File: src/rtl/inst_fetch_ctrl_pkg.sv
// Shared types for the instruction fetch sequencer.
//   cXLEN         : data/address width
//   fetch_state_t : fetch FSM states
//   fetch_entry_t : one buffered instruction together with its PC
package inst_fetch_ctrl_pkg;
  localparam int cXLEN = 32;

  typedef enum logic [1:0] {IDLE, FETCH, DRAIN} fetch_state_t;

  typedef struct packed {
    logic [cXLEN-1:0] pc;
    logic [cXLEN-1:0] inst;
  } fetch_entry_t;
endpackage

File: src/rtl/inst_fetch_fifo.sv
// cDEPTH-entry synchronous FIFO of fetch_entry_t.
//   iClk/iRst : clock, synchronous active-low reset
//   push/pop  : write wdata / advance head (ignored when full / empty)
//   clear     : empty the FIFO (wins over push/pop)
//   rdata     : head entry; full/empty/count : occupancy
module inst_fetch_fifo
  import inst_fetch_ctrl_pkg::*;
#(
  parameter int cDEPTH = 4
) (
  input  logic                  iClk,
  input  logic                  iRst,
  input  logic                  push,
  input  logic                  pop,
  input  logic                  clear,
  input  fetch_entry_t          wdata,
  output fetch_entry_t          rdata,
  output logic                  full,
  output logic                  empty,
  output logic [$clog2(cDEPTH):0] count
);
  localparam int PW = $clog2(cDEPTH);
  localparam logic [PW:0] cFULL = (PW+1)'(cDEPTH);

  fetch_entry_t    mem_q [cDEPTH];
  fetch_entry_t    mem_d [cDEPTH];
  logic [PW-1:0]   wr_ptr_q, wr_ptr_d, rd_ptr_q, rd_ptr_d;
  logic [PW:0]     cnt_q, cnt_d;
  logic            do_push, do_pop;

  always_comb begin
    do_pop   = pop && (cnt_q != '0);
    // a push into a full FIFO is fine when the head leaves in the same cycle
    do_push  = push && ((cnt_q != cFULL) || do_pop);
    mem_d    = mem_q;
    wr_ptr_d = wr_ptr_q;
    rd_ptr_d = rd_ptr_q;
    cnt_d    = cnt_q;
    if (clear) begin
      wr_ptr_d = '0;
      rd_ptr_d = '0;
      cnt_d    = '0;
    end else begin
      if (do_push) begin
        mem_d[wr_ptr_q] = wdata;
        wr_ptr_d        = wr_ptr_q + 1'b1;
      end
      if (do_pop) rd_ptr_d = rd_ptr_q + 1'b1;
      case ({do_push, do_pop})
        2'b10:   cnt_d = cnt_q + 1'b1;
        2'b01:   cnt_d = cnt_q - 1'b1;
        default: cnt_d = cnt_q;
      endcase
    end
  end

  always_ff @(posedge iClk) begin
    if (!iRst) begin
      for (int i = 0; i < cDEPTH; i++) mem_q[i] <= '0;
      wr_ptr_q <= '0;
      rd_ptr_q <= '0;
      cnt_q    <= '0;
    end else begin
      mem_q    <= mem_d;
      wr_ptr_q <= wr_ptr_d;
      rd_ptr_q <= rd_ptr_d;
      cnt_q    <= cnt_d;
    end
  end

  assign rdata = mem_q[rd_ptr_q];
  assign full  = (cnt_q == cFULL);
  assign empty = (cnt_q == '0);
  assign count = cnt_q;
endmodule

File: src/rtl/inst_fetch_ctrl.sv
// Fetch sequencer: owns the PC, issues in-order imem requests, buffers
// returned words with their PC and hands them to the decoder.
//   iClk, iRst                 : clock, synchronous active-low reset
//   oImemReq/oImemAddr/iImemGnt: request handshake to imem
//   iImemValid/iImemData       : in-order imem responses
//   iBranchTkn/iBranchPC       : redirect from execute
//   iStall                     : decoder back-pressure
//   oInst/oCurPC/oInstVld      : instruction to decoder
//   oFlushPipe                 : one-cycle flush after each redirect
module inst_fetch_ctrl
  import inst_fetch_ctrl_pkg::*;
#(
  parameter logic [cXLEN-1:0] cRESETPC = '0,
  parameter int               cDEPTH   = 4,
  parameter int               cMAXOUT  = 3
) (
  input  logic             iClk,
  input  logic             iRst,
  output logic             oImemReq,
  output logic [cXLEN-1:0] oImemAddr,
  input  logic             iImemGnt,
  input  logic             iImemValid,
  input  logic [cXLEN-1:0] iImemData,
  input  logic             iBranchTkn,
  input  logic [cXLEN-1:0] iBranchPC,
  input  logic             iStall,
  output logic [cXLEN-1:0] oInst,
  output logic [cXLEN-1:0] oCurPC,
  output logic             oInstVld,
  output logic             oFlushPipe
);
  localparam int CW = $clog2(cDEPTH) + 1;
  localparam int SW = CW + 2;
  localparam logic [CW-1:0]    cDEPTH_C  = CW'(cDEPTH);
  localparam logic [CW-1:0]    cMAXOUT_C = CW'(cMAXOUT);
  localparam logic [cXLEN-1:0] cINC      = cXLEN'(4);

  fetch_state_t     state_q, state_d;
  logic [cXLEN-1:0] req_pc_q, req_pc_d, resp_pc_q, resp_pc_d;
  logic [CW-1:0]    outst_q, outst_d, drop_q, drop_d;
  // Responses still owed for requests issued before the last reset. They
  // arrive ahead of any post-reset response and are silently consumed.
  logic [SW-1:0]    stale_q, stale_d, stale_rst;
  logic             flush_q, flush_d;

  logic             req, fire, rsp_stale, rsp_live, rsp_keep, redirect;
  logic [CW-1:0]    outst_nxt;
  logic [CW:0]      in_use;
  logic             push, pop, clear, fifo_full, fifo_empty;
  logic [CW-1:0]    fifo_cnt;
  fetch_entry_t     head, wentry;

  always_comb begin
    in_use    = {1'b0, fifo_cnt} + {1'b0, outst_q};
    req       = (state_q != IDLE) && (outst_q < cMAXOUT_C) &&
                (in_use < {1'b0, cDEPTH_C}) && !fifo_full;
    fire      = req && iImemGnt;
    rsp_stale = iImemValid && (stale_q != '0);
    rsp_live  = iImemValid && (stale_q == '0);
    rsp_keep  = rsp_live && (drop_q == '0);
    outst_nxt = outst_q + CW'(fire) - CW'(rsp_live);
    redirect  = iBranchTkn && (state_q != IDLE);

    req_pc_d  = fire ? req_pc_q + cINC : req_pc_q;
    resp_pc_d = rsp_keep ? resp_pc_q + cINC : resp_pc_q;
    drop_d    = drop_q - CW'(rsp_live && (drop_q != '0));
    outst_d   = outst_nxt;
    stale_d   = stale_q - SW'(rsp_stale);
    stale_rst = stale_d + SW'(outst_nxt);
    flush_d   = 1'b0;
    push      = rsp_keep;
    pop       = !fifo_empty && !iStall;
    clear     = 1'b0;
    wentry    = '{pc: resp_pc_q, inst: iImemData};

    if (redirect) begin
      // everything still in flight (including a same-cycle grant) is stale
      req_pc_d  = iBranchPC;
      resp_pc_d = iBranchPC;
      drop_d    = outst_nxt;
      flush_d   = 1'b1;
      push      = 1'b0;
      pop       = 1'b0;
      clear     = 1'b1;
    end

    state_d = state_q;
    case (state_q)
      IDLE:    state_d = FETCH;
      FETCH:   if (redirect && drop_d != '0) state_d = DRAIN;
      DRAIN:   if (drop_d == '0) state_d = FETCH;
      default: state_d = IDLE;
    endcase
  end

  always_ff @(posedge iClk) begin
    if (!iRst) begin
      state_q   <= IDLE;
      req_pc_q  <= cRESETPC;
      resp_pc_q <= cRESETPC;
      outst_q   <= '0;
      drop_q    <= '0;
      flush_q   <= 1'b0;
      stale_q   <= stale_rst;
    end else begin
      state_q   <= state_d;
      req_pc_q  <= req_pc_d;
      resp_pc_q <= resp_pc_d;
      outst_q   <= outst_d;
      drop_q    <= drop_d;
      flush_q   <= flush_d;
      stale_q   <= stale_d;
    end
  end

  inst_fetch_fifo #(.cDEPTH(cDEPTH)) u_fifo (
    .iClk  (iClk),
    .iRst  (iRst),
    .push  (push),
    .pop   (pop),
    .clear (clear),
    .wdata (wentry),
    .rdata (head),
    .full  (fifo_full),
    .empty (fifo_empty),
    .count (fifo_cnt)
  );

  assign oImemReq   = req;
  assign oImemAddr  = req_pc_q;
  assign oInstVld   = !fifo_empty;
  assign oInst      = fifo_empty ? '0 : head.inst;
  assign oCurPC     = fifo_empty ? '0 : head.pc;
  assign oFlushPipe = flush_q;
endmodule
File: config.mk
export PLATFORM = sky130hd
export DESIGN_NAME = inst_fetch_ctrl
export DESIGN_NICKNAME = d
export VERILOG_FILES = /design/src/rtl/inst_fetch_ctrl_pkg.sv /design/src/rtl/inst_fetch_fifo.sv /design/src/rtl/inst_fetch_ctrl.sv
export SDC_FILE = /design/constraint.sdc
export NUM_CORES = 1
export LEC_CHECK = 0
export BUFFER_PORTS_ARGS = -buffer_cell sky130_fd_sc_hd__buf_4
export CAP_MARGIN = 20
export CORE_MARGIN = 1.5
export CORE_UTILIZATION = 43
export CTS_CLUSTER_DIAMETER = 200
export DETAILED_ROUTE_END_ITERATION = 7
export PLACE_DENSITY = 0.67
export SETUP_SLACK_MARGIN = 0.2
export SYNTH_ARGS = -nofsm -noshare
export SYNTH_HDL_FRONTEND = slang
export SYNTH_SLANG_ARGS = --single-unit
File: constraint.sdc
create_clock -name iClk -period 3.34 [get_ports iClk]
set_clock_uncertainty 0.2 [all_clocks]
set_input_delay 0.668 -clock iClk [delete_from_list [all_inputs] [get_ports iClk]]
set_output_delay 0.668 -clock iClk [all_outputs]
set_load 0.03 [all_outputs]
==> reports/qor.yml, run 1 <==
outcome: "complete, but fails checks"
violations: "setup timing"
cts_made_buffers: 38
num_rows: 70
hp-start: "iImemData[16]"
synthSimpleGateAreaFrac: 0.2131
stdcell_count: 2414
rsz0062_at_grt: "yes"
hold_class: "input pin to register"
worstRegToRegCells: 12
r2r-end: "stale_q[1]$_DFF_P_"
drive_gt1_frac: 0.2020
ir_drop_mv: 0.5673
cts_max_level: 2
synthMuxAreaShare: 0.09434
worstPathMaxFanout: 3
synth_compound_area_frac: 0.1657
whs_ns: 0.2017
grt_max_degree: 139
crit_arrival_ns: 3.56
avgSynthCellArea_um2: 8.792
max_cap_violations: 0
syn_inst: 1801
p_leak_uw: 0.006756
path_clk_slew_ns: 0.06
slew_viol_final: 0
cts_buffer_depth: 3
dieWidth_um: 194.9
tightest_slew_ns: 0.9920
worstHoldPathCells: 3
antenna_found_initial: 0
ant_nets: 0
chipHeight_um: 194.9
cts.hold.buffers_added: 0
synth_fa_ha_area_frac: 0.01881
finalCritPeriodShare: 1.001
setup_viol: 2
netlist_area_um2: 15840
drc: 0
crit_start: "outst_q[1]$_SDFF_PN0_"
vias: 13190
routed_via_density: 5.462
dpl.cell_count: 2337
root_buffer: "clkbuf_16"
yosysWarnings: 0
post-route-cell-area_um2: 19190
fin_nets: 2008
grt_pass1_vias: 13030
ys.flop_type: "dfxtp_1"
wl_per_cell_um: 17.77
worstSkewPairLatency_ns: 0.53
cp.required_ns: 3.56
place_area_um2: 17630
ios: 169
dieArea_um2: 37990
grt_usage: 0.2230
portBuffers: 168
syn_nets: 1893
dr.pass1.iters: 5
start_kind: "register"
overflow: 0
drtIter0Drc: 895
rrSetupSlack_ns: -0.003
hold_viol: 0
ys_seq_area_frac: 0.4286
timing.final.ws_setup_ns: -0.003260
start_util: 0.4346
whs_endpoint: "u_fifo.mem_q[144]$_SDFFE_PN0P_"
synth_xor_area_frac: 0.03319
pwr_density_cell_nw_per_um2: 558.8
synth_cell_types: 50
critical_path_class: "register to register"
core_area_um2: 36430
syn_to_final_growth_pct: 21.20
min_period_ns: 3.343
synth_top_family_by_area: "simple AND/OR/NAND/NOR gates"
diodes: 0
dp_hpwl_mm: 26.75
grt_first_pass_wirelength_mm: 68.15
tritoncts: "yes"
reg2reg_from: "outst_q[1]$_SDFF_PN0_"
final_util: 0.5268
synthArstFlopShare: 0
place.gp.congestion: 0.8111
crit_path_end_kind: "register"
timing.fmax_mhz: 299.1
ys_ff_latch: 339
wirelength_mm: 42.89
synth_edf_count: 0
clock-sinks: 339
max_slew_margin: 0.3387
## metal layers
metal | vias to the layer above | global-route usage | wire, um
met5 | - | 0 | 0
met4 | 0 | 0.07723 | 1143
met1 | 6364 | 0.2923 | 18810
li1 | 6348 | - | -
met2 | 403 | 0.3724 | 20210
met3 | 70 | 0.03627 | 2717
## worst max path at each step
stage / endpoint / slack [ns]
6_report: stale_q[1]$_DFF_P_ / -0.003
2_1_floorplan: stale_q[4]$_DFF_P_ / -0.08
3_3_place_gp: stale_q[4]$_DFF_P_ / -0.04
4_1_cts: state_q[0]$_SDFFE_PN0P_ / 0.03
3_5_place_dp: stale_q[3]$_DFF_P_ / -0.1
5_1_grt: stale_q[1]$_DFF_P_ / -0.1
## where the power goes
part           leakage [uW]  switching, uW  internal [uW]
combinational       0.00335            949            834
sequential          0.00275            253           4220
clock              0.000656           1690           2780
## kinds of logic after synthesis
family | after synthesis
muxes | 69
and+or+nand+nor | 757
DFF | 339
adders and majority gates | 22
xor gates and xnor gates | 60
buffers and inverters | 174
AOI/OAI and AO/OA | 380
## cell type report
type	count	area [um^2]
clock inverter	11	224.0
sequential	339	6799
clock buffer	59	1120
fill	3309	17240
timing repair buffer	222	1873
multi-input combinational	1288	8487
tap	468	585.6
inverter	27	103.9
## stage by stage
step                      worst slack, ns  power (uW)    TNS, ns
after CTS                         0.03281       10640          0
after global routing             -0.09873       11150    -0.4252
after floorplan                  -0.08230        5479    -0.2714
after detailed placement         -0.09522        6061    -0.2904
final                           -0.003260       10720  -0.003671
after global placement           -0.04355        6022   -0.09890
## cells in the mapped netlist, drive strengths merged, types with 2 or more instances
cell / number / area (um^2)
a21oi: 55 / 275.3
buf: 61 / 309.0
nand2: 546 / 2049
nand4: 23 / 156.4
and4: 6 / 52.55
xnor2: 35 / 306.5
xor2: 25 / 219.0
and2: 68 / 425.4
nor4b: 2 / 23.77
fa: 3 / 60.06
mux4: 64 / 1441
and3: 10 / 62.56
mux2: 2 / 22.52
ha: 19 / 237.7
dfxtp: 339 / 6787
nor4: 14 / 118.9
o211a: 2 / 20.02
nor3: 14 / 70.07
nor2: 23 / 93.84
or4: 12 / 97.59
nand3: 28 / 150.1
inv: 27 / 101.4
o21ai: 37 / 185.2
o31ai: 9 / 67.56
a31oi: 14 / 93.84
clkbuf: 86 / 322.8
or3: 7 / 43.79
mux2i: 3 / 30.03
a21boi: 258 / 1937
## timing repair
| item | in CTS | in global routing |
|---|---|---|
| setup buffers | 5 | 1 |
| cloned | 1 | 0 |
| resized for setup | 11 | 15 |
| setup endpoints to repair | 71 | 11 |
| pin swaps | 10 | 6 |
## registers in the layout (all words and copies together), names as in the netlist
register,flops
drop_q,3
oFlushPipe,1
oImemAddr,31
outst_q,3
resp_pc_q,31
stale_q,5
state_q,2
u_fifo.count,3
u_fifo.mem_q,256
u_fifo.rd_ptr_q,2
u_fifo.wr_ptr_q,2
## cell usage in the layout (no fill, tap or decap), types with 6 or more instances in the layout
| cell type | synthesis | final |
|---|---|---|
| nand2_1 | 546 | 546 |
| dfxtp_1 | 339 | 335 |
| a21boi_1 | 256 | 256 |
| buf_4 | 3 | 205 |
| and2_1 | 68 | 68 |
| mux4_2 | 64 | 64 |
| a21oi_1 | 55 | 53 |
| clkbuf_16 | 0 | 38 |
| xnor2_1 | 35 | 33 |
| o21ai_0 | 35 | 32 |
| xor2_1 | 25 | 25 |
| inv_1 | 27 | 24 |
| nor2_1 | 22 | 22 |
| nand3_1 | 26 | 22 |
| nand4_1 | 21 | 21 |
| ha_1 | 19 | 15 |
| nor3_1 | 14 | 13 |
| a31oi_1 | 13 | 13 |
| clkbuf_1 | 86 | 12 |
| buf_12 | 0 | 12 |
| or4_1 | 10 | 10 |
| o31ai_1 | 9 | 9 |
| clkbuf_8 | 0 | 9 |
| nor4_1 | 9 | 7 |
| nand3_2 | 2 | 6 |
| and3_1 | 10 | 6 |
| nor4_2 | 5 | 6 |
| or3_1 | 7 | 6 |
| and4_1 | 6 | 6 |
| bufinv_16 | 0 | 6 |
## critical path, cell delays in order, from the launching register on
cell and delay, ns:
dfxtp_1 0.32, ha_1 0.23, or4_4 0.51, nor2_4 0.12
nand3_2 0.10, ha_4 0.28, inv_2 0.04, ha_4 0.14
inv_2 0.05, fa_2 0.45, inv_4 0.10, fa_2 0.42
mux2_2 0.27
No activity file was read; power rests on OpenSTA's default activity.
==> inputs of run 2 (changes only) <==
--- a/config.mk
+++ b/config.mk
@@ -11,6 +11,7 @@
 export CORE_UTILIZATION = 43
 export CTS_CLUSTER_DIAMETER = 200
 export DETAILED_ROUTE_END_ITERATION = 7
+export GPL_TIMING_DRIVEN = 0
 export PLACE_DENSITY = 0.67
 export SETUP_SLACK_MARGIN = 0.2
 export SYNTH_ARGS = -nofsm -noshare
==> reports/qor.yml, run 2 (same netlist as run 1, synthesis figures left out) <==
dr.pass1.iters: 5
core_area_um2: 36430
p_sw_frac: 0.2814
num_rows: 70
clkPwrFrac: 0.400
worstSkewPairLatency_ns: 0.54
cts_made_buffers: 38
timing.fmax_mhz: 287.3
grt_pass1_vias: 13280
portBuffers: 167
pwr_density_cell_nw_per_um2: 541.6
ant_nets: 0
clock-sinks: 339
grt_usage: 0.2440
path_clk_slew_ns: 0.06
pwr-share-seq: 0.424
rsz0062_at_grt: "yes"
max_cap_violations: 0
pwr-share-comb: 0.177
largest_reg_flops: 256
dieArea_um2: 37990
grt_max_degree: 13
outcome: "complete, but fails checks"
violations: "setup timing"
worstPathMaxFanout: 3
place.gp.congestion: 0.8796
drtIter0Drc: 904
cts.hold.buffers_added: 0
max_slew_margin: 0.4475
worstRegToRegCells: 14
cp.required_ns: 3.56
crit_path_end_kind: "register"
hp-start: "iImemData[19]"
internal_power_uw: 7507
wirelength_mm: 46.87
final_common_cell: "nand2_1"
chipHeight_um: 194.9
cts_buffer_depth: 3
final_cell_mix: "nand2_1 (546), dfxtp_1 (334), a21boi_1 (256)"
start_kind: "register"
routed_via_density: 5.470
fill_cells: 3365
post-route-cell-area_um2: 19290
p_leak_uw: 0.006903
slew_viol_final: 0
final_util: 0.5294
grt_first_pass_wirelength_mm: 73.19
dp_hpwl_mm: 32.98
start_util: 0.4346
min_period_ns: 3.480
setup_viol: 5
ir_drop_mv: 0.3694
drc: 0
overflow: 0
dieWidth_um: 194.9
timing.final.ws_setup_ns: -0.1404
hold_class: "input pin to register"
drive_gt1_frac: 0.2035
hold_viol: 0
worstHoldPathCells: 3
crit_arrival_ns: 3.70
regMostFlops: "u_fifo.mem_q"
critical_path_class: "register to register"
wl_per_cell_um: 18.62
diodes: 0
crit_start: "u_fifo.count[2]$_SDFFE_PP0P_"
finalCritPeriodShare: 1.042
tightest_slew_ns: 0.8287
root_buffer: "clkbuf_16"
antenna_found_initial: 0
reg2reg_from: "u_fifo.count[2]$_SDFFE_PP0P_"
fin_nets: 2114
cts_max_level: 2
vias: 13770
finalPower_uw: 10450
tritoncts: "yes"
syn_to_final_growth_pct: 21.81
place_area_um2: 17710
p_switching_uw: 2940
ios: 169
-- run 2: changes by cell type in the layout (fill, tap and decap cells not counted), moves of 3 or more --
cell,delta
and3_2,-4
nand3_2,-4
buf_4,-20
bufinv_16,-6
buf_1,+5
clkbuf_8,+5
buf_8,+3
nand3_1,+3
clkbuf_1,+69
and3_1,+4
buf_12,-11
clkbuf_4,+9
buf_2,+48
-- run 2: path summary, 6_finish.rpt --
kind | endpoint | slack, ns
worst max-delay path | stale_q[4]$_DFF_P_ | -0.14
worst min-delay path | u_fifo.mem_q[211]$_SDFFE_PN0P_ | 0.20
worst max register to register | stale_q[4]$_DFF_P_ | -0.14
worst min register to register | u_fifo.mem_q[60]$_SDFFE_PN0P_ | 0.25
-- run 2: worst max-delay path, cell delays in order (launching register included) --
cell	delay (ns)
dfxtp_4	0.36
ha_4	0.15
or4_4	0.57
nor2_4	0.16
nand3_4	0.10
ha_4	0.23
inv_2	0.06
ha_4	0.12
inv_2	0.03
fa_2	0.56
inv_4	0.06
fa_2	0.40
a21oi_2	0.16
nor3_2	0.06
xnor2_1	0.16
-- run 2: layout make-up --
type	instances	area, um^2	share of cell area
Inverter	27	103.9	0.005384
Multi-Input combinational cell	1288	8461	0.4386
Tap cell	468	585.6	0.03036
Clock inverter	6	55.05	0.002854
Buffer	147	728.2	0.03775
Sequential cell	339	6798	0.3524
Clock buffer	61	1199	0.06214
Timing Repair Buffer	181	1359	0.07045
-- run 2: repair_timing --
action	4_1_cts	5_1_grt
setup buffers	11	3
endpoints found under the setup margin	74	99
pin swaps	10	8
gates cloned	0	0
gates resized for setup	53	27
-- run 2: power groups by stage --
stage | clock network (uW) | registers [uW] | logic (uW)
6_report | 4170 | 4430 | 1850
3_3_place_gp | 0 | 4490 | 1480
2_1_floorplan | 0 | 4540 | 935
3_5_place_dp | 0 | 4490 | 1520
4_1_cts | 4210 | 4410 | 1710
5_1_grt | 4390 | 4450 | 2010
-- run 2: per-stage QoR --
step,instances,worst slack [ns],setup TNS (ns),hold slack [ns]
after global routing,2517,-0.2234,-0.9818,0.2013
after CTS,2514,-0.1507,-0.4771,0.1890
after global placement,2436,-0.4924,-3.006,0.2363
final,2517,-0.1404,-0.4103,0.1969
after floorplan,1801,-0.08230,-0.2714,0.2319
after detailed placement,2436,-0.5221,-4.117,0.2425
-- run 2: metal layers --
| layer | up-vias | share of wire | global-route usage |
|---|---|---|---|
| met5 | - | 0 | 0 |
| met4 | 0 | 0.032 | 0.08699 |
| met3 | 95 | 0.067 | 0.04321 |
| met2 | 458 | 0.47 | 0.4060 |
| met1 | 6658 | 0.43 | 0.3179 |
| li1 | 6557 | - | - |
==> inputs of run 3 (changes only) <==
--- a/config.mk
+++ b/config.mk
@@ -12,7 +12,7 @@
 export CTS_CLUSTER_DIAMETER = 200
 export DETAILED_ROUTE_END_ITERATION = 7
 export GPL_TIMING_DRIVEN = 0
-export PLACE_DENSITY = 0.67
+export PLACE_DENSITY = 0.64
 export SETUP_SLACK_MARGIN = 0.2
 export SYNTH_ARGS = -nofsm -noshare
 export SYNTH_HDL_FRONTEND = slang
==> constraint.sdc (replaced) <==
create_clock -name iClk -period 4.31 [get_ports iClk]
set_clock_uncertainty 0.2 [all_clocks]
set_input_delay 0.862 -clock iClk [delete_from_list [all_inputs] [get_ports iClk]]
set_output_delay 0.862 -clock iClk [all_outputs]
set_load 0.03 [all_outputs]
==> reports/qor.yml, run 3 (same netlist as run 1, synthesis figures left out) <==
drc: 0
setup_viol: 0
max_cap_violations: 0
seq_area_um2: 6788
finalCritPeriodShare: 0.9208
crit_arrival_ns: 2.91
slowest_delay_ns: 0.67
cts_buffer_depth: 3
dieArea_um2: 37990
tns_ns: 0
multi_input_area_um2: 8323
timing.fmax_mhz: 252.0
fill_cells: 3438
worstPathMaxFanout: 10
final_cell_mix: "nand2_1 (546), dfxtp_1 (338), a21boi_1 (256)"
start_kind: "register"
cp.required_ns: 3.25
ant_nets: 0
dp_hpwl_mm: 32.62
hold_viol: 0
wl_per_cell_um: 18.46
core_area_um2: 36430
cts.hold.buffers_added: 0
hp-start: "u_fifo.mem_q[124]$_SDFFE_PN0P_"
antenna_found_initial: 0
wirelength_mm: 46.18
rsz0062_at_grt: "no"
grt_first_pass_wirelength_mm: 72.39
max_slew_margin: 0.3910
syn_to_final_growth_pct: 19.48
cts_made_buffers: 39
portBuffers: 167
crit_path_end_kind: "output pin"
path_clk_slew_ns: 0.06
cts_max_level: 2
root_buffer: "clkbuf_16"
tightest_slew_ns: 0.9136
ir_drop_mv: 0.4118
pwr_density_cell_nw_per_um2: 410.7
place_area_um2: 17670
grt_usage: 0.2418
vias: 13630
diodes: 0
hold_class: "register to register"
grt_max_degree: 13
chipHeight_um: 194.9
min_period_ns: 3.969
final_common_cell: "nand2_1"
regMostFlops: "u_fifo.mem_q"
reg2reg_from: "u_fifo.count[2]$_SDFFE_PP0P_"
drtIter0Drc: 814
start_util: 0.4346
dr.pass1.iters: 5
fin_nets: 2102
clock-sinks: 339
slowest_stage: "clkbuf_1"
crit_path_frequent_cell: "clkbuf_1"
dieWidth_um: 194.9
p_leak_uw: 0.006753
post-route-cell-area_um2: 18920
tritoncts: "yes"
slew_viol_final: 0
critical_path_class: "register to output pin"
num_rows: 70
overflow: 0
routed_via_density: 5.446
place.gp.congestion: 0.8897
largest_reg_flops: 256
crit_chain: "clkbuf_1, clkbuf_1, mux4_2, and2_1, buf_4"
grt_pass1_vias: 13230
worstSkewPairLatency_ns: 0.53
drive_gt1_frac: 0.1775
crit_start: "u_fifo.rd_ptr_q[1]$_SDFFE_PP0P_"
ios: 169
outcome: "finished clean"
[run 3: cell count changes in the layout (fill, tap and decap cells not counted), moves of 3 or more]
| cell | change |
|---|---|
| clkbuf_1 | +15 |
| buf_4 | -14 |
| clkbuf_4 | -9 |
| clkbuf_8 | -6 |
| ha_1 | +5 |
| dfxtp_1 | +4 |
| ha_4 | -4 |
| a21oi_1 | +3 |
| a21oi_2 | -3 |
| buf_8 | -3 |
| inv_1 | +3 |
[run 3: critical path: cells and delay by family, from the launching register on]
family / cells / cell delay [ns]
DFF: 1 / 0.32
muxes: 1 / 0.40
and+or+nand+nor: 1 / 0.21
buffers and inverters: 3 / 1.45
[run 3: final timing paths]
check | endpoint | slack (ns) | cells past startpoint
setup / recovery | oCurPC[24] | 0.34 | 5
hold / removal | u_fifo.mem_q[124]$_SDFFE_PN0P_ | 0.25 | 2
setup reg to reg | stale_q[4]$_DFF_P_ | 0.43 | 14
hold reg to reg | u_fifo.mem_q[124]$_SDFFE_PN0P_ | 0.25 | 2
[run 3: area by class of cell]
cell class	count	area share
timing repair buffer	168	0.06666
tap	468	0.03095
clock buffer	58	0.06071
multi-input combinational	1288	0.4399
sequential	339	0.3588
buffer	147	0.03346
inverter	27	0.005357
clock inverter	7	0.004166
[run 3: power breakdown]
part / internal [uW] / switching [uW] / total, uW
registers: 3270 / 144 / 3420
logic: 462 / 688 / 1150
clock network: 1900 / 1300 / 3200
[run 3: timing repair]
action,in CTS,in global routing
resized for setup,1,3
setup endpoints to repair,1,12
gates cloned,0,0
buffers inserted,0,1
endpoints found under the hold margin,0,0
pin swaps,0,1
[run 3: routing by layer]
layer,track usage,wire length (um)
met1,0.3221,20460
met3,0.03089,2897
met4,0.07494,1223
met5,0,0
met2,0.4081,21600
[run 3: metrics by stage]
step	hold slack [ns]	utilization	total power, uW	instances	worst slack [ns]
5_1_grt	0.2613	0.5193	8078	2502	0.2144
6_report	0.2491	0.5193	7769	2502	0.3413
3_5_place_dp	0.2429	0.4851	4612	2436	0.2030
3_3_place_gp	0.2370	0.4851	4590	2436	0.2472
2_1_floorplan	0.2319	-	4215	1801	0.7235
4_1_cts	0.2503	0.5190	7813	2501	0.2855
